--- src/rtl/fpu_pkg.sv ---
// Shared types and constants for the FPU issue controller.
// Op and FSM encodings, the half-precision quiet NaN, the default wait bound
// and the per-op flag masking helper.
package fpu_pkg;

    typedef enum logic [1:0] {
        OP_ADD = 2'b00,
        OP_MUL = 2'b01,
        OP_DIV = 2'b10,
        OP_RSV = 2'b11
    } op_e;

    typedef enum logic [1:0] {
        S_IDLE  = 2'b00,
        S_ISSUE = 2'b01,
        S_WAIT  = 2'b10,
        S_HOLD  = 2'b11
    } state_e;

    localparam logic [15:0] FP16_QNAN       = 16'h7E00;
    localparam int          FPU_TIMEOUT_DEF = 64;
    localparam logic [4:0]  FLAG_TIMEOUT    = 5'b10000;

    // Only the flags produced by the selected unit are forwarded; bit 4 of
    // the FPU flag bus has no meaning here, so callers pass bits [3:0].
    function automatic logic [4:0] mask_flags(op_e op, logic [3:0] f);
        case (op)
            OP_MUL:  return {3'b000, f[1:0]};
            OP_DIV:  return {1'b0, f[3:2], 2'b00};
            default: return 5'b00000;
        endcase
    endfunction

endpackage

--- src/rtl/fpu_issue_ctrl.sv ---
// Purpose: accepts one FP16 command at a time, launches it on the FPU, waits
//   for the matching unit strobe (or a timeout) and holds the result.
// Latency: accept -> fpu_start 1 cycle; strobe -> res_valid 1 cycle (min 3).
// Backpressure: cmd_ready only in IDLE; result held while res_ready is low.
// Ports: clk/reset (sync, active-low); cmd_valid/cmd_ready/cmd_op/cmd_a/cmd_b
//   host command; fpu_a/fpu_b/fpu_start FPU launch; add/mul/div_valid with
//   sum/product/quotient/fpu_flags FPU completion; res_valid/res_ready/
//   res_data/res_flags/res_err result channel.
module fpu_issue_ctrl
    import fpu_pkg::*;
#(
    parameter int TIMEOUT = FPU_TIMEOUT_DEF
) (
    input  logic        clk,
    input  logic        reset,
    input  logic        cmd_valid,
    output logic        cmd_ready,
    input  logic [1:0]  cmd_op,
    input  logic [15:0] cmd_a,
    input  logic [15:0] cmd_b,
    output logic [15:0] fpu_a,
    output logic [15:0] fpu_b,
    output logic        fpu_start,
    input  logic        add_valid,
    input  logic        mul_valid,
    input  logic        div_valid,
    input  logic [15:0] sum,
    input  logic [15:0] product,
    input  logic [15:0] quotient,
    input  logic [4:0]  fpu_flags,
    output logic        res_valid,
    input  logic        res_ready,
    output logic [15:0] res_data,
    output logic [4:0]  res_flags,
    output logic        res_err
);

    localparam int CW = (TIMEOUT > 1) ? $clog2(TIMEOUT) : 1;
    localparam logic [CW-1:0] CNT_LAST = CW'(TIMEOUT - 1);

    state_e        state_q, state_d;
    op_e           op_q;
    logic [15:0]   a_q, b_q;
    logic [CW-1:0] cnt_q;
    logic [15:0]   res_data_q;
    logic [4:0]    res_flags_q;
    logic          res_err_q;

    logic          sel_vld;
    logic [15:0]   sel_res;
    logic          timeout_hit;
    logic          unused_flag4;

    assign unused_flag4 = fpu_flags[4];

    // Only the unit matching the in-flight op may complete the command.
    always_comb begin
        sel_vld = 1'b0;
        sel_res = 16'h0000;
        case (op_q)
            OP_ADD:  begin sel_vld = add_valid; sel_res = sum;      end
            OP_MUL:  begin sel_vld = mul_valid; sel_res = product;  end
            OP_DIV:  begin sel_vld = div_valid; sel_res = quotient; end
            default: begin sel_vld = 1'b0;      sel_res = 16'h0000; end
        endcase
    end

    assign timeout_hit = (cnt_q == CNT_LAST);

    // FSM: state register
    always_ff @(posedge clk) begin
        if (!reset) state_q <= S_IDLE;
        else        state_q <= state_d;
    end

    // FSM: next state
    always_comb begin
        state_d = state_q;
        case (state_q)
            S_IDLE: begin
                if (cmd_valid)
                    state_d = (op_e'(cmd_op) == OP_RSV) ? S_HOLD : S_ISSUE;
            end
            S_ISSUE: state_d = S_WAIT;
            S_WAIT: begin
                if (sel_vld || timeout_hit) state_d = S_HOLD;
            end
            S_HOLD: begin
                if (res_ready) state_d = S_IDLE;
            end
            default: state_d = S_IDLE;
        endcase
    end

    // FSM: outputs
    always_comb begin
        cmd_ready = (state_q == S_IDLE);
        fpu_start = (state_q == S_ISSUE);
        res_valid = (state_q == S_HOLD);
    end

    // Datapath: operand capture, wait counter and result capture.
    always_ff @(posedge clk) begin
        if (!reset) begin
            op_q        <= OP_ADD;
            a_q         <= 16'h0000;
            b_q         <= 16'h0000;
            cnt_q       <= '0;
            res_data_q  <= 16'h0000;
            res_flags_q <= 5'b00000;
            res_err_q   <= 1'b0;
        end else begin
            case (state_q)
                S_IDLE: begin
                    if (cmd_valid) begin
                        op_q        <= op_e'(cmd_op);
                        a_q         <= cmd_a;
                        b_q         <= cmd_b;
                        res_data_q  <= 16'h0000;
                        res_flags_q <= 5'b00000;
                        res_err_q   <= (op_e'(cmd_op) == OP_RSV);
                    end
                end
                S_ISSUE: cnt_q <= '0;
                S_WAIT: begin
                    cnt_q <= cnt_q + CW'(1);
                    // A strobe in the timeout cycle still delivers its result.
                    if (sel_vld) begin
                        res_data_q  <= sel_res;
                        res_flags_q <= mask_flags(op_q, fpu_flags[3:0]);
                    end else if (timeout_hit) begin
                        res_data_q  <= FP16_QNAN;
                        res_flags_q <= FLAG_TIMEOUT;
                        res_err_q   <= 1'b1;
                    end
                end
                default: ;
            endcase
        end
    end

    assign fpu_a     = a_q;
    assign fpu_b     = b_q;
    assign res_data  = res_data_q;
    assign res_flags = res_flags_q;
    assign res_err   = res_err_q;

endmodule

--- config.mk ---
export PLATFORM = sky130hd
export DESIGN_NAME = fpu_issue_ctrl
export DESIGN_NICKNAME = d
export VERILOG_FILES = /design/src/rtl/fpu_pkg.sv /design/src/rtl/fpu_issue_ctrl.sv
export SDC_FILE = /design/constraint.sdc
export NUM_CORES = 1
export LEC_CHECK = 0
export ABC_AREA = 1
export ABC_CLOCK_PERIOD_IN_PS = 4300
export CAP_MARGIN = 0
export CORE_ASPECT_RATIO = 1.25
export CORE_MARGIN = 2
export CORE_UTILIZATION = 44
export DETAILED_ROUTE_END_ITERATION = 6
export PLACE_DENSITY = 0.93
export SLEW_MARGIN = 20
export SYNTH_ARGS = -nofsm -noshare
export SYNTH_HDL_FRONTEND = slang
export SYNTH_SLANG_ARGS = --single-unit
--- constraint.sdc ---
create_clock -name clk -period 4.3 [get_ports clk]
set_input_delay 1.075 -clock clk [delete_from_list [all_inputs] [get_ports clk]]
set_output_delay 1.075 -clock clk [all_outputs]
set_load 0.005 [all_outputs]
After elaboration in Yosys (flattened, before gate mapping)
Index checks and enable logic that the tools add are counted.
{"block": "word_totals", "ff_bits": 64, "in_bits": 94, "output_inout_bits": 57, "elab_cells": 52}
{"block": "op_classes", "n_addsub": 1, "eq_ne": 13, "muxes": 21, "reduce_logical": 9}
{"operator": "$mux W16", "count": 3}
{"operator": "$pmux W16 S3", "count": 1}
{"operator": "$pmux W16 S2", "count": 1}
{"operator": "$mux W5", "count": 3}
{"operator": "$pmux W6 S2", "count": 1}
{"operator": "$pmux W5 S2", "count": 1}
{"operator": "$eq A2 B2 Y1 const B", "count": 4}
{"operator": "$mux W2", "count": 4}
{"operator": "$ne A2 B2 Y1 const B", "count": 4}
{"operator": "$pmux W2 S4", "count": 1}
{"operator": "$pmux W4 S2", "count": 1}
{"operator": "$add A6 B1 Y6 const B", "count": 1}
{"operator": "$eq A6 B6 Y1 const B", "count": 1}
{"operator": "$reduce_and A3 Y1", "count": 2}
{"operator": "$eq A2 B1 Y1 const B", "count": 2}
{"operator": "$logic_not A2 Y1", "count": 2}
{"operator": "$reduce_and A4 Y1", "count": 1}
{"operator": "$reduce_bool A2 Y1", "count": 2}
{"operator": "$mux W1", "count": 3}
{"operator": "$ne A3 B3 Y1 const B", "count": 1}
{"operator": "$pmux W1 S3", "count": 1}
{"operator": "$ne A2 B1 Y1 const B", "count": 1}
{"operator": "$pmux W1 S2", "count": 1}
{"operator": "$reduce_and A2 Y1", "count": 1}
{"operator": "$logic_or A1 B1 Y1", "count": 1}

Longest topological paths before layout
{"block": "logic_depth", "word_depth": 5, "ltp_mapped": 13, "mapped_depth_nobuf": 11}

Worst setup path before layout
No wires, ideal clock.
{"block": "synth_path", "path_kind": "input -> register", "from": "input port mul_valid", "to": "register res_flags_q[0], in the netlist res_flags[0]", "setup_time_ps": 113, "arrival_ps": 1764, "t_required_ps": 4187, "path_slack_ps": 2422, "cell_stages": 9, "path_buffers": 1, "path_cell_list": "nand2_2 nand3_4 nand2_4 nand2_4 nand2_4 inv_4 buf_4 nor2_1 nor2_1"}
{"block": "synth_via", "elab_chain_len": 3, "word_cells_on_any_way": 5, "classes_between": "eq/ne (1); mux (3); reduce/logical (1)"}
{"item": "start, declared", "line": "fpu_issue_ctrl.sv:25", "source": "input logic mul_valid,"}
{"item": "$pmux W1 S3 (*)", "line": "fpu_issue_ctrl.sv:60", "source": "case (op_q)"}
{"item": "$ne A3 B3 Y1 (no line) / $mux W5 (equally long branches)"}
{"item": "$reduce_and A3 Y1 (no line) / $pmux W5 S2 (equally long branches)"}
{"item": "end signal, assigned", "line": "fpu_issue_ctrl.sv:130", "source": "res_flags_q <= mask_flags(op_q, fpu_flags[3:0]);"}
{"item": "end, declared", "line": "fpu_issue_ctrl.sv:46", "source": "logic [4:0] res_flags_q;"}
Every way passes the cells marked *; elsewhere a longest branch is shown, timed or not.
A chain may end at the register's enable or synchronous reset.

Worst setup path in the final report
{"block": "layout_path", "from": "register state_q[1]", "to": "output port cmd_ready"}
{"block": "layout_via", "elab_chain_len": 1}
{"item": "start, declared", "line": "fpu_issue_ctrl.sv:41", "source": "state_e state_q, state_d;"}
{"item": "start signal, assigned", "line": "fpu_issue_ctrl.sv:73", "source": "else state_q <= state_d;"}
{"item": "$logic_not A2 Y1", "line": "fpu_issue_ctrl.sv:97", "source": "cmd_ready = (state_q == S_IDLE);"}
{"item": "end, declared", "line": "fpu_issue_ctrl.sv:17", "source": "output logic cmd_ready,"}
Every way passes these cells.

==> impl_metrics.json <==
{
  "worstPathRequired_ns": 3.22,
  "grt_overflow": 0,
  "fin_tns_setup_ns": 0,
  "crit_type": "reg -> out",
  "core_area_um2": 6648,
  "synth_cells": 438,
  "hold_buffers": 0,
  "cap_violations": 0,
  "internal_power_w": 0.001761,
  "final_common_cell": "clkdlybuf4s50_1",
  "synth_edf_count": 0,
  "cts_sinks": 64,
  "multi_input_area_um2": 1544,
  "fmax_mhz": 363.6,
  "viasPerCell": 4.969,
  "yosysSeqAreaShare_pct": 42.05,
  "cts_setup_buffers": 0,
  "critPathArrivalTime_ns": 1.68,
  "post_cts_resize_count": 0,
  "start_kind": "register",
  "drt_iter0_markers": 244,
  "hold_class": "reg -> reg",
  "floorplan.initialDensity_pct": 45.83,
  "regArea_um2": 1281,
  "whs_endpoint": "res_err",
  "clkLatencyLatePin_ns": 0.33,
  "cts_tree": "done",
  "syn_nets": 541,
  "h-tree-depth": 3,
  "num_vias": 3324,
  "netSwitchingPower_w": 0.001016,
  "layout_common_cells": "149 x clkdlybuf4s50_1, 118 x nor2_1, 106 x nand2_1",
  "dpl.hpwl_um": 6638,
  "seqPwrFrac_pct": 31.4,
  "die_w_um": 78.43,
  "fin_crit_ns": 2.750,
  "clkPwrFrac_pct": 21.3,
  "p_comb_share_pct": 47.3,
  "nets": 680,
  "slew_violations": 0,
  "rows": 33,
  "portBuffers": 149,
  "cts_made_buffers": 9,
  "dr.pass1.iters": 4,
  "root_buffer": "clkbuf_8",
  "fin_util_pct": 71.41,
  "irDropWorstVdd_mv": 0.3807,
  "clk_path_buf_depth": 2,
  "avgSynthCellArea_um2": 6.956,
  "die-area_um2": 7610,
  "p_leak_nw": 1.937,
  "synth_area_um2": 3047,
  "area_growth_pct": 55.81,
  "drc_errors": 0,
  "grt_pass1_wl_um": 14800,
  "p_sw_share_pct": 36.58,
  "synth-seq-cells": 64,
  "grt_max_degree": 52,
  "skew_ns": 0.005987,
  "grt_pass1_vias": 3217,
  "synthArstFlopShare_pct": 0,
  "r2r_start": "op_q[0]",
  "place.gp.congestion": 0.8028,
  "n_fill_cell": 509,
  "worst_slew_pin_slew_ns": 0.7458,
  "hold_violations": 0,
  "drive_gt1_share_pct": 7.732,
  "rsz0062_at_grt": "no",
  "die_h_um": 97.04,
  "rrSetupSlack_ns": 2.04,
  "period_share_pct": 63.96,
  "setup_viol": 0,
  "cp_max_fo": 6,
  "routed_wl_um": 9007,
  "track_usage_pct": 24.53,
  "holdCritStartpoint": "res_err",
  "ys.flop_type": "dfxtp_1",
  "path_clk_slew_ns": 0.07,
  "n_antenna_cell": 0,
  "wl_per_cell_um": 13.46,
  "netlist-cell-type-count": 27,
  "status": "completed",
  "r2r_cells": 10,
  "hold_path_depth": 2,
  "relSlewSlack_pct": 50.28,
  "grt_antenna_before_repair": 0,
  "endpoint_kind": "output pin",
  "r2r_end": "res_data[9]",
  "p_per_area_nw_per_um2": 585.1,
  "pin_count": 151,
  "drtAntennaViolNets": 0,
  "yosys_warnings": 0
}
## routing by layer
layer / up-vias / part of all wire (%) / GRT usage (%)
met4: 0 / 3.5 / 12.15
met3: 26 / 4.8 / 5.504
met2: 119 / 53 / 42.77
met5: - / 0 / 0
li1: 1647 / - / -
met1: 1532 / 39 / 27.74
## through the flow
step	instances	instance area [um2]	setup slack [ns]	hold slack (ns)	total power, W
2_1_floorplan	438	3047	2.422	0.4372	0.001671
3_3_place_gp	653	4514	1.529	0.4327	0.002130
3_5_place_dp	653	4514	1.486	0.4398	0.002191
4_1_cts	669	4747	1.537	0.4503	0.002797
5_1_grt	669	4747	1.481	0.4681	0.002990
6_report	669	4747	1.550	0.4451	0.002777
## power by group through the flow
stage / Clock, W / Combinational, W / Sequential, W
3_5_place_dp: 0 / 0.00131 / 0.000880
6_report: 0.000593 / 0.00131 / 0.000871
4_1_cts: 0.000604 / 0.00132 / 0.000870
3_3_place_gp: 0 / 0.00126 / 0.000870
2_1_floorplan: 0 / 0.000784 / 0.000887
5_1_grt: 0.000634 / 0.00146 / 0.000892
## synthesized netlist by cell type (2+ instances only)
master / instances / area (um2)
buf_2: 4 / 20.02
nor3_1: 2 / 10.01
nand3_1: 23 / 115.1
inv_2: 5 / 18.77
a21oi_1: 10 / 50.05
buf_4: 7 / 52.55
inv_1: 13 / 48.80
o21ai_1: 3 / 15.01
o21ai_0: 36 / 180.2
nand2_4: 3 / 33.78
nand2_1: 106 / 397.9
clkbuf_1: 7 / 26.28
buf_6: 4 / 45.04
a21oi_2: 6 / 52.55
nor2_1: 118 / 442.9
ha_1: 9 / 112.6
nand2_2: 9 / 56.30
dfxtp_1: 64 / 1281
## flip-flops by register name, indices dropped and copies added (netlist names)
name / count
res_err: 1
fpu_a: 16
res_data: 16
op_q: 2
res_flags: 5
state_q: 2
cnt_q: 6
fpu_b: 16
## worst max-delay path: stages, from the launching register on
cell and delay [ns]:
dfxtp_1 0.34, inv_1 0.11, ha_1 0.33, clkdlybuf4s50_1 0.56
## final cells by class
cell class	instances	area share, %
Multi-Input combinational cell	332	32.53
Tap cell	87	2.293
Timing Repair Buffer	151	31.73
Inverter	19	1.555
Sequential cell	64	26.99
Clock buffer	14	3.637
Clock inverter	2	1.265
## kinds of logic after synthesis
group,share of synthesized area (%)
flops,42.05
fa+ha+maj,3.696
xor+xnor,0.2875
compound gates,10.31
buf+inv,7.269
simple gates,36.39
## worst max-delay path by stage
stage,start,to,slack [ns]
floorplan,mul_valid,res_flags[0],2.42
global placement,cmd_valid,res_data[1],1.53
detailed placement,reset,cnt_q[0],1.49
CTS,state_q[1],cmd_ready,1.54
global route,state_q[1],cmd_ready,1.48
finish,state_q[1],cmd_ready,1.55
(Power assumes the default switching activity.)
